### config.mk
export PLATFORM = sky130hd
export DESIGN_NAME = seq_gen
export DESIGN_NICKNAME = d
export VERILOG_FILES = /design/src/rtl/seq_gen_pkg.sv /design/src/rtl/seq_gen_piso.sv /design/src/rtl/seq_gen.sv
export SDC_FILE = /design/constraint.sdc
export NUM_CORES = 1
export LEC_CHECK = 0
export BUFFER_PORTS_ARGS = -buffer_cell sky130_fd_sc_hd__buf_2
export CORE_MARGIN = 3
export CORE_UTILIZATION = 50
export CTS_CLUSTER_DIAMETER = 50
export CTS_CLUSTER_SIZE = 24
export DETAILED_ROUTE_END_ITERATION = 8
export GPL_ROUTABILITY_DRIVEN = 0
export PLACE_DENSITY_LB_ADDON = 0.1
export SYNTH_ARGS = -nofsm -noshare
export SYNTH_HDL_FRONTEND = slang
export SYNTH_SLANG_ARGS = --single-unit
### constraint.sdc
create_clock -name clk -period 3.5 [get_ports clk]
set_clock_uncertainty 0.05 [all_clocks]
set_input_delay 1.05 -clock clk [delete_from_list [all_inputs] [get_ports clk]]
set_output_delay 1.05 -clock clk [all_outputs]
set_load 0.01 [all_outputs]
### src/rtl/seq_gen_pkg.sv
// seq_gen shared types and helpers.
// Bit-serial pattern transmitter package.
package seq_gen_pkg;

  typedef enum logic [1:0] {
    IDLE,
    SEND,
    GAP
  } state_t;

  localparam logic IDLE_LVL_DEF = 1'b0;

  function automatic int len_w(input int max_len);
    return $clog2(max_len + 1);
  endfunction

endpackage

### src/rtl/seq_gen_piso.sv
// seq_gen parallel-load MSB-first shift register.
// Pattern is left-aligned at load so the head bit is always the register MSB.
module seq_gen_piso
  import seq_gen_pkg::*;
#(
  parameter  int MAX_LEN = 16,
  localparam int LEN_W   = len_w(MAX_LEN)
) (
  input  logic               clk,
  input  logic               rst_n,
  input  logic               load,
  input  logic               shift,
  input  logic [MAX_LEN-1:0] pattern,
  input  logic [LEN_W-1:0]   len,
  output logic               sbit,
  output logic               last
);

  logic [MAX_LEN-1:0] sr;
  logic [LEN_W-1:0]   cnt;
  logic [LEN_W-1:0]   sh_amt;

  assign sh_amt = LEN_W'(MAX_LEN) - len;
  assign sbit   = sr[MAX_LEN-1];
  assign last   = (cnt == '0);

  always_ff @(posedge clk or negedge rst_n) begin
    if (!rst_n) begin
      sr  <= '0;
      cnt <= '0;
    end else begin
      unique case (1'b1)
        load: begin
          sr  <= pattern << sh_amt;
          cnt <= len - LEN_W'(1);
        end
        shift: begin
          sr  <= {sr[MAX_LEN-2:0], 1'b0};
          cnt <= cnt - LEN_W'(1);
        end
        default: ;
      endcase
    end
  end

endmodule

### src/rtl/seq_gen.sv
// seq_gen top: FSM, repeat and gap counters.
// Drives a bit-serial pattern with repeats and idle gaps.
module seq_gen
  import seq_gen_pkg::*;
#(
  parameter  int   MAX_LEN  = 16,
  parameter  int   CNT_W    = 8,
  parameter  logic IDLE_LVL = IDLE_LVL_DEF,
  localparam int   LEN_W    = len_w(MAX_LEN)
) (
  input  logic               clk,
  input  logic               rst_n,
  input  logic               start,
  input  logic [MAX_LEN-1:0] pattern,
  input  logic [LEN_W-1:0]   len,
  input  logic [CNT_W-1:0]   reps,
  input  logic [CNT_W-1:0]   gap,
  input  logic               abort,
  output logic               dout,
  output logic               dout_valid,
  output logic               busy,
  output logic               done,
  output logic               err
);

  state_t             state;
  logic [MAX_LEN-1:0] pat_q;
  logic [LEN_W-1:0]   len_q;
  logic [CNT_W-1:0]   gap_q;
  logic [CNT_W-1:0]   rep_cnt;
  logic [CNT_W-1:0]   gap_cnt;
  logic               cont;

  logic               legal;
  logic               accept;
  logic               finish;
  logic               load;
  logic               shift;
  logic               sbit;
  logic               last;
  logic [MAX_LEN-1:0] p_pat;
  logic [LEN_W-1:0]   p_len;

  assign legal  = (len != '0) && (len <= LEN_W'(MAX_LEN));
  assign accept = (state == IDLE) && start && !abort && legal;
  assign finish = !cont && (rep_cnt == CNT_W'(1));

  // First load comes straight from the ports; repeats reuse the capture.
  assign p_pat = (state == IDLE) ? pattern : pat_q;
  assign p_len = (state == IDLE) ? len : len_q;

  always_comb begin
    load  = 1'b0;
    shift = 1'b0;
    if (accept)
      load = 1'b1;
    if (state == SEND && !abort) begin
      if (!last)
        shift = 1'b1;
      else if (!finish && gap_q == '0)
        load = 1'b1;
    end
    if (state == GAP && !abort && gap_cnt == CNT_W'(1))
      load = 1'b1;
  end

  seq_gen_piso #(
    .MAX_LEN(MAX_LEN)
  ) u_piso (
    .clk    (clk),
    .rst_n  (rst_n),
    .load   (load),
    .shift  (shift),
    .pattern(p_pat),
    .len    (p_len),
    .sbit   (sbit),
    .last   (last)
  );

  assign dout = dout_valid ? sbit : IDLE_LVL;

  always_ff @(posedge clk or negedge rst_n) begin
    if (!rst_n) begin
      state      <= IDLE;
      dout_valid <= 1'b0;
      busy       <= 1'b0;
      done       <= 1'b0;
      err        <= 1'b0;
      pat_q      <= '0;
      len_q      <= '0;
      gap_q      <= '0;
      rep_cnt    <= '0;
      gap_cnt    <= '0;
      cont       <= 1'b0;
    end else begin
      done <= 1'b0;
      err  <= 1'b0;
      unique case (state)
        IDLE: begin
          if (start && !abort) begin
            if (legal) begin
              state      <= SEND;
              dout_valid <= 1'b1;
              busy       <= 1'b1;
              pat_q      <= pattern;
              len_q      <= len;
              gap_q      <= gap;
              rep_cnt    <= reps;
              cont       <= (reps == '0);
            end else begin
              err <= 1'b1;
            end
          end
        end
        SEND: begin
          if (abort) begin
            state      <= IDLE;
            dout_valid <= 1'b0;
            busy       <= 1'b0;
          end else if (last) begin
            if (finish) begin
              state      <= IDLE;
              dout_valid <= 1'b0;
              busy       <= 1'b0;
              done       <= 1'b1;
              rep_cnt    <= '0;
            end else begin
              if (!cont)
                rep_cnt <= rep_cnt - CNT_W'(1);
              if (gap_q != '0) begin
                state      <= GAP;
                dout_valid <= 1'b0;
                gap_cnt    <= gap_q;
              end
            end
          end
        end
        GAP: begin
          if (abort) begin
            state      <= IDLE;
            dout_valid <= 1'b0;
            busy       <= 1'b0;
            gap_cnt    <= '0;
          end else if (gap_cnt == CNT_W'(1)) begin
            state      <= SEND;
            dout_valid <= 1'b1;
            gap_cnt    <= '0;
          end else begin
            gap_cnt <= gap_cnt - CNT_W'(1);
          end
        end
        default: state <= IDLE;
      endcase
    end
  end

endmodule

-- After elaboration in Yosys (flattened, before gate mapping)
Cells that the tools add are included.
- reductions and logical operators: 29
- multiplexer cells: 56
- equality and inequality tests: 16
- add/sub/neg operators: 5
- shifts and indexed selects: 1
- $lt $le $gt $ge: 1
- operator list (cell ; count):
    8-bit 2-to-1 mux ; 12
    16-bit one-hot mux with 2 select lines ; 1
    8-bit one-hot mux with 2 select lines ; 2
    1-bit 2-to-1 mux ; 27
    6-bit AND reduction ; 3
    8-bit by 1-bit equality test with 1-bit output (second input constant) ; 2
    8-bit zero test ; 2
    16-bit 2-to-1 mux ; 1
    2-bit 2-to-1 mux ; 8
    16-bit by 5-bit left shift with 16-bit output ; 1
    8-bit by 1-bit subtractor with 8-bit output (second input constant) ; 2
    1-bit logical AND ; 10
    2-bit != test (second input constant) ; 5
    5-bit one-hot mux with 2 select lines ; 1
    5-bit AND reduction ; 2
    5-bit by 1-bit subtractor with 5-bit output (second input constant) ; 2
    3-bit != test (second input constant) ; 3
    8-bit nonzero test ; 1
    1-bit one-hot mux with 3 select lines ; 2
    2-bit one-hot mux with 3 select lines ; 1
    2-bit nonzero test ; 3
    5-bit <= comparator (second input constant) ; 1
    5-bit zero test ; 1
    5-bit 2-to-1 mux ; 1
    11 further kinds ; 14
- output and inout bits: 5
- register bits: 73

-- Depth between registers and ports, before layout
Gate-level depths: netlist (run 1).
- depth in word-level cells: 10
- mapped depth: 12
- gate-level depth less buffers: 10

-- Cells and area by module
From an unflattened synthesis (run 1), not the netlist that was laid out.
- cells, all modules: 452
- area total of the unflattened synthesis: 4787.1 um2
- modules (own cells, without submodules) (module ; cells an instance ; instances ; area an instance (um2)):
    seq_gen ; 269 ; 1 ; 2940.3
    seq_gen_piso ; 183 ; 1 ; 1846.8

-- Worst setup path before layout (run 1)
OpenSTA, ideal clock, no wires.
- path kind: input to register
- start point: in len[0]
- end point: reg u_piso.cnt[4]
- buffers on the path: 2
- arrival time: 2.859 ns
- stages on the path: 9
- required time: 3.322 ns
- setup slack: 0.462 ns
- path through: buf_2 -> mux2i_1 -> clkbuf_1 -> nand2_1 -> o21ai_0 -> ha_1 -> o21ai_0 -> a221o_1 -> o2bb2ai_1
- word-level cells in the longest chain between the ends: 9
- elaborated cells between the ends (all ways): 13
- RTL lines (element ; line ; source):
    start, declared ; seq_gen.sv:15 ; input logic [LEN_W-1:0] len,
    5-bit <= comparator or 5-bit nonzero test (tied branches) ; seq_gen.sv:44 ; assign legal = (len != '0) && (len <= LEN_W'(MAX_LEN));
    1-bit logical AND ; seq_gen.sv:44 ;
    1-bit logical AND ; seq_gen.sv:45 ; assign accept = (state == IDLE) && start && !abort && legal;
    1-bit 2-to-1 mux ; seq_gen.sv:55 ; if (accept)
    1-bit 2-to-1 mux ; seq_gen.sv:60 ; else if (!finish && gap_q == '0)
    1-bit 2-to-1 mux ; seq_gen.sv:58 ; if (!last)
    1-bit 2-to-1 mux ; seq_gen.sv:57 ; if (state == SEND && !abort) begin
    1-bit 2-to-1 mux ; seq_gen.sv:63 ; if (state == GAP && !abort && gap_cnt == CNT_W'(1))
    5-bit one-hot mux with 2 select lines or 2-bit nonzero test (tied branches) ; - ;
    end signal, assigned ; seq_gen_piso.sv:35 ; cnt <= len - LEN_W'(1);
    end signal, assigned ; seq_gen_piso.sv:39 ; cnt <= cnt - LEN_W'(1);
    end, declared ; seq_gen_piso.sv:20 ; logic [LEN_W-1:0] cnt;
Several ways; a longest one is shown, not always the timed one.
A chain may end at the register's enable or synchronous reset.

-- Worst setup path in the final report (run 1)
- start point: reg state[1]
- end point: reg u_piso.sr[13]
- word-level cells in the longest chain between the ends: 10
- elaborated cells between the ends (all ways): 21
- RTL lines (element ; line ; source):
    start, declared ; seq_gen.sv:26 ; state_t state;
    start signal, assigned ; seq_gen.sv:84 ; state <= IDLE;
    start signal, assigned ; seq_gen.sv:102 ; state <= SEND;
    start signal, assigned ; seq_gen.sv:117 ; state <= IDLE;
    branches (longest 10 deep; another with 5-bit subtractor) ; - ;
    end signal, assigned ; seq_gen_piso.sv:34 ; sr <= pattern << sh_amt;
    end signal, assigned ; seq_gen_piso.sv:38 ; sr <= {sr[MAX_LEN-2:0], 1'b0};
    end, declared ; seq_gen_piso.sv:19 ; logic [MAX_LEN-1:0] sr;
Parallel ways; which one is timed is not known.

==> results by group, run 1 <==
Status
  • Status: finished clean

Layout
  • Highest-count cells in the layout ignoring fill and taps: nand2_1, dfrtp_1, o21ai_0
  • Final core occ: a little under 60%
  • Area Overhead vs Synth: 11.1%
  • Fin nets: slightly below 700
  • Fill count: 882
  • Non-Filler Instances: a little under 800
  • Diode count: 0
  • Share of layout cells above drive strength 1: roughly 15%
  • Commonest non-fill, non-tap cell in the layout: nand2_1

Worst setup path
  • Crit-path slowest cell: nor4b_1
  • Worst setup path class: reg2reg
  • CP Max Fanout: 23
  • Crit-path max cell delay: slightly below 0.6 ns
  • Worst r2r src: state[1]
  • R2R depth: 8
  • WP data arrival: 3.40 ns
  • Worst path required time: between 3 and 4 ns
  • Critical path startpoint: state[1]
  • Critical Path Source Type: flop
  • Worst-path cell chain: inv_1 > ha_2 > nor4b_1 > nor3_1 > a2111oi_4 > and2_1 > o21ai_0 > a41oi_1
  • Endpoint class of the critical path: flop

Worst hold path
  • Min-Delay Path Class: reg2reg
  • WHS Path Cells: 2
  • Min-delay src: pat_q[9]

CTS
  • CTS max path bufs: 2
  • Hold buffers post-CTS: 0
  • Post-cts sizing count: 0
  • Clock transition at the registers of the reported paths: ~0.090 ns
  • Sink Count: 73
  • Postcts setup bufs: 0
  • Later-pin clock latency in the skew report: 0.36 ns
  • Root buffer cell: clkbuf_8
  • CTS buffer count: 9
  • CTS tree: done
  • CTS HTree Levels: 3

Floorplan
  • DIE WIDTH: between 100 and 150 um
  • Boundary pin count: 46
  • Row cnt: 35
  • Die ar.: 11200 sq um
  • Core area: 9460 sq um
  • Initial Util: 52.6%
  • Die height: 106 um

STA
  • Actual slew at the worst max-slew pin: roughly 0.95 ns
  • Final Hold Viols: 0
  • Fin crit share: about nine tenths
  • Setup violations, final: 0
  • Setup WS post-layout: between 0.3 and 0.4 ns
  • F_max: between 300 and 400 MHz
  • Final TNS setup: 0 ns
  • RSZ-0062 raised after global routing: false
  • Max_slew headroom: between 30% and 40%
  • Fin. max-slew vios: 0
  • Fin crit period: about 3.2 ns

Job
  • Max-cap viol count: 0

Synth
  • Ys flop type: dfrtp_1
  • Netlist cell types: 62
  • Post-synthesis sequential area ratio: between 30% and 40%
  • Synth Register Bits: between 70 and 80
  • Post-synthesis instance total: just over 600
  • Count of flip-flops with a built-in enable after synthesis: 0
  • Post-synth ARST share: 100%
  • Total nets after synthesis: ~660
  • Syn Area/Cell: approximately 8 sq um
  • Ys Warns: 0
  • Mapped cell area: approximately 5000 sq um

Global routing
  • Largest net degree at the start of global routing: 74
  • Overall Global Routing Usage: 25.6%
  • Vias in the first global route: 4663
  • Global-route wire length before repair: between 20 and 25 mm
  • Grt total ovfl: 0
  • Initial antenna violation count: 0

Place
  • Cell count after placement: 763
  • Number of buffers added on ports: between 40 and 50
  • Place WS: roughly 0.20 ns
  • Post-detail-place hpwl: roughly 10 mm

Drt
  • Drt first pass iters: 5
  • Starting DRT DRC Count: 359
  • Remaining DRCs: 0
  • Routed wire length: approximately 14 mm
  • Post-route ant nets: 0
  • Wire length per cell: ~18 um
  • Via density per instance: slightly above 6
  • Vias: slightly below 5000

Power and ir drop
  • Leakage power: between 2 and 2.5 nW
  • Maximum VDD drop: between 400 and 500 uV
  • Post-route total power: between 0.005 and 0.006 W
  • Cell Pwr Density: around 1000 nW/um^2
==> state kept, by name (all words and copies together) (netlist names) <==
name and count:
state 2, gap_cnt 8, gap_q 8, len_q 5, busy 1, u_piso.cnt 5, cont 1, rep_cnt 8
err 1, u_piso.sr 16, pat_q 16, dout_valid 1, done 1
==> report_power, final <==
| group | internal [W] | leakage [nW] | switching, W |
|---|---|---|---|
| clock network | 0.000331 | 0.0889 | 0.000341 |
| registers | 0.00122 | 0.909 | 0.000322 |
| logic | 0.00132 | 1.47 | 0.00213 |
| total | 0.00287 | 2.47 | 0.00279 |
==> critical path: cells and delay by family, from the launching register on <==
family | cells | cell delay [ns]
adder cells (fa/ha/maj) | 1 | 0.54
flip-flops | 1 | 0.43
buffers and inverters | 1 | 0.10
AND/OR/NAND/NOR | 3 | 1.08
AO/OA/AOI/OAI | 3 | 0.85
==> metrics by stage <==
| stage | hold WS, ns | cell area, sq um |
|---|---|---|
| after detailed placement | 0.413 | 5330 |
| final | 0.427 | 5530 |
| after CTS | 0.432 | 5530 |
| after global placement | 0.410 | 5330 |
| after floorplan | 0.395 | 4970 |
| after global routing | 0.461 | 5530 |
==> layout make-up <==
cell class | count | area, sq um | area share, %
inverters | 18 | 67.6 | 1.22
clock inverters | 6 | 66.3 | 1.20
multi-input cells | 481 | 2920 | 52.9
clock buffers | 10 | 128 | 2.31
repair buffers | 62 | 355 | 6.43
well taps | 129 | 161 | 2.92
flip-flops and latches | 73 | 1830 | 33.1
==> path summary, 6_finish.rpt <==
kind                       slack [ns]       endpoint
max                              0.32  u_piso.sr[13]
min                              0.43       pat_q[9]
max reg2reg                      0.32  u_piso.sr[13]
min reg2reg                      0.43       pat_q[9]
max in group asynchronous        1.99   u_piso.sr[5]
min in group asynchronous        0.76     gap_cnt[4]
==> cell usage after synthesis (3+ instances only) <==
master	instances	area (sq um)
and2_1	3	18.8
mux2i_1	23	230
buf_2	11	55.1
ha_1	9	113
a222oi_1	4	40.0
a32oi_1	14	123
nor2_1	41	154
o31ai_1	4	30.0
nor2b_1	13	81.3
clkbuf_1	17	63.8
nor4_1	8	50.1
a31oi_1	7	43.8
buf_6	3	33.8
inv_1	16	60.1
o211ai_1	10	75.1
a21boi_0	3	22.5
nand2b_1	6	37.5
mux2_2	8	90.1
dfrtp_1	73	1830
or3_1	4	25.0
nor3_1	25	125
nand4_1	6	37.5
xor2_1	3	26.3
o22ai_1	3	18.8
a211oi_1	6	45.0
nand2_1	121	454
o41ai_1	3	26.3
nand3_1	24	120
a22oi_1	18	135
o21ai_0	46	230
a32o_1	3	30.0
a21oi_1	27	135
o221ai_1	3	26.3
==> kinds of logic after synthesis <==
logic type / count (synthesis) / share of synthesized area [%]
AOI/OAI and AO/OA: 169 / 23.2
xor gates and xnor gates: 5 / 0.881
adders and majority gates: 9 / 2.26
buffers and inverters: 52 / 4.73
DFF: 73 / 36.7
muxes: 34 / 7.42
and+or+nand+nor: 264 / 24.7
==> layer usage <==
| layer | track usage (%) | part of all wire, % |
|---|---|---|
| met3 | 3.74 | 5.2 |
| met1 | 33.2 | 44 |
| met4 | 10.9 | 2.5 |
| met2 | 42.6 | 48 |
| met5 | 0 | 0 |
(Power assumes the default switching activity.)
==> inputs of run 2 (changes only) <==
--- a/config.mk
+++ b/config.mk
@@ -15,4 +15,5 @@
 export PLACE_DENSITY_LB_ADDON = 0.1
 export SYNTH_ARGS = -nofsm -noshare
 export SYNTH_HDL_FRONTEND = slang
+export SYNTH_HIERARCHICAL = 1
 export SYNTH_SLANG_ARGS = --single-unit
==> results by group, run 2 <==
Status
  • Status: finished clean

Worst setup path
  • CP Max Fanout: 12 (-48%)
  • Worst path required time: 3.67 ns (-0.04 ns)
  • Endpoint class of the critical path: flop
  • WP data arrival: 3.26 ns (-0.14 ns)
  • Worst setup path class: reg2reg
  • Critical Path Source Type: flop

Synth
  • Netlist cell types: 65 (+4.8%)
  • Most common cell in the synthesized netlist: dfrtp_1
  • Synth Register Bits: 73 (unchanged)
  • Syn Area/Cell: 10.6 sq um (+29%)
  • Post-synthesis instance total: 452 (-25%)
  • Ys Warns: 6 (+6)
  • Total nets after synthesis: 503 (-23%)
  • Ys flop type: dfrtp_1
  • Mapped cell area: 4790 sq um (-3.7%)
  • Synth top cells by count: dfrtp_1, mux2_2, o21ai_0
  • Top cells by area, synth: dfrtp_1, mux2_2, mux2i_1
  • Yosys top cell area share: 38.2% (+1.4 points)
  • Post-synth ARST share: 100% (unchanged)
  • Cell accounting for the most synthesized area: dfrtp_1
  • Post-synthesis sequential area ratio: 38.2% (+1.4 points)
  • Count of flip-flops with a built-in enable after synthesis: 0 (unchanged)

CTS
  • Postcts setup bufs: 0 (unchanged)
  • CTS max path bufs: 2 (unchanged)
  • CTS buffer count: 9 (unchanged)
  • Post-cts sizing count: 0 (unchanged)
  • CTS HTree Levels: 3 (unchanged)
  • Clock transition at the registers of the reported paths: 0.07 ns (-0.02 ns)
  • CTS tree: done
  • Sink Count: 73 (unchanged)
  • Root buffer cell: clkbuf_8
  • Later-pin clock latency in the skew report: 0.35 ns (about the same)
  • Hold buffers post-CTS: 0 (unchanged)

Global routing
  • Global-route wire length before repair: 17.7 mm (-23%)
  • Grt total ovfl: 0 (unchanged)
  • Largest net degree at the start of global routing: 74 (unchanged)
  • Vias in the first global route: 3531 (-24%)
  • Overall Global Routing Usage: 19.9% (-5.7 points)
  • Initial antenna violation count: 0 (unchanged)

Drt
  • Routed wire length: 10.4 mm (-24%)
  • Vias: 3634 (-25%)
  • Via density per instance: 5.70 (-8.0%)
  • Remaining DRCs: 0 (unchanged)
  • Drt first pass iters: 4 (-1)
  • Post-route ant nets: 0 (unchanged)
  • Starting DRT DRC Count: 139 (-61%)
  • Wire length per cell: 16.4 um (-7.2%)

Layout
  • Share of layout cells above drive strength 1: 32.1% (+17 points)
  • Highest-count cells in the layout ignoring fill and taps: dfrtp_1, mux2_2, buf_2
  • Diode count: 0 (unchanged)
  • Area Overhead vs Synth: 12.4%
  • Design Area, Final: 5380 sq um (-2.6%)
  • Commonest non-fill, non-tap cell in the layout: dfrtp_1
  • Largest registers: pat_q: 16 flops, u_piso/sr: 16 flops
  • Fin nets: 554 (-20%)

Power and ir drop
  • Leakage power: 2.36 nW (-4.5%)
  • Maximum VDD drop: 512 uV (+14%)
  • Cell Pwr Density: 1090 nW/um^2 (+6.6%)

Place
  • Number of buffers added on ports: 45 (unchanged)
  • Post-detail-place hpwl: 7.73 mm (-23%)
  • DP Area: 5170 sq um (-3.0%)

Floorplan
  • Boundary pin count: 46 (unchanged)
  • Die height: 104 um (-1.8%)
  • DIE WIDTH: 104 um (-1.8%)
  • Die ar.: 10800 sq um (-3.5%)
  • Core area: 9280 sq um (-1.9%)
  • Row cnt: 35 (unchanged)
  • Initial Util: 51.6% (-1.0 points)

STA
  • Final TNS setup: 0 ns (unchanged)
  • Fin crit period: 3.09 ns (-0.0945 ns)
  • Actual slew at the worst max-slew pin: 0.924 ns (-0.0245 ns)
  • Setup violations, final: 0 (unchanged)
  • RSZ-0062 raised after global routing: false
  • Final Hold Viols: 0 (unchanged)
  • Fin crit share: 88.3% (-2.7 points)
  • Fin. max-slew vios: 0 (unchanged)
  • F_max: 324 MHz (+3.1%)
  • Max_slew headroom: 38.4% (+1.6 points)

Job
  • Max-cap viol count: 0 (unchanged)

Worst hold path
  • Min-Delay Path Class: reg2reg
## run 2: through the flow
step	hold WS, ns	total power (W)	utilization (%)	instances	setup WS, ns
final	0.435	0.00588	58.0	637	0.411
after global routing	0.472	0.00635	58.0	637	0.191
after CTS	0.441	0.00590	58.0	637	0.417
after detailed placement	0.425	0.00519	55.7	621	0.239
after global placement	0.421	0.00512	55.7	621	0.302
after floorplan	0.401	0.00446	-	452	0.0124
## run 2: cells by family after synthesis
kind of cell,share of synthesized area [%]
buf+inv,5.10
fa+ha+maj,2.61
flops,38.2
simple gates,13.7
compound gates,13.8
mux,24.1
xor+xnor,2.51
## run 2: layout make-up
type	count	area, sq um
Timing Repair Buffer	64	370
Multi-Input combinational cell	330	2720
Inverter	25	93.8
Sequential cell	73	1830
Clock inverter	4	51.3
Tap cell	129	161
Clock buffer	12	155
Fill cell	820	3900
## run 2: worst max-delay path, cell delays in order (launching register included)
cell and delay, ns:
dfrtp_1 0.42, inv_1 0.09, ha_1 0.39, mux2_2 0.41
inv_1 0.07, ha_1 0.43, mux2_2 0.41, mux4_1 0.51
nand4_1 0.11, nand3_1 0.08
## run 2: report_power, final
part	switching [W]	total (W)	internal, W
clock	0.000304	0.000673	0.000368
combinational	0.00190	0.00370	0.00180
sequential	0.000295	0.00151	0.00122
## run 2: final timing paths
| path | startpoint | endpoint | slack, ns | cells after the start |
|---|---|---|---|---|
| setup / recovery | state[0] | u_piso/sr[9] | 0.41 | 9 |
| hold / removal | u_piso/sr[0] | u_piso/sr[0] | 0.43 | 2 |
| setup reg to reg | state[0] | u_piso/sr[9] | 0.41 | 9 |
| hold reg to reg | u_piso/sr[0] | u_piso/sr[0] | 0.43 | 2 |
| max in group asynchronous | rst_n | u_piso/sr[9] | 2.01 | 1 |
| min in group asynchronous | rst_n | gap_cnt[0] | 0.80 | 1 |
## run 2: layer usage
metal	global-route usage, %	vias up	share of wire [%]
met2	29.4	66	44
li1	-	1789	-
met4	3.99	0	0.84
met3	5.48	6	4.4
met1	29.6	1773	51
met5	0	-	0
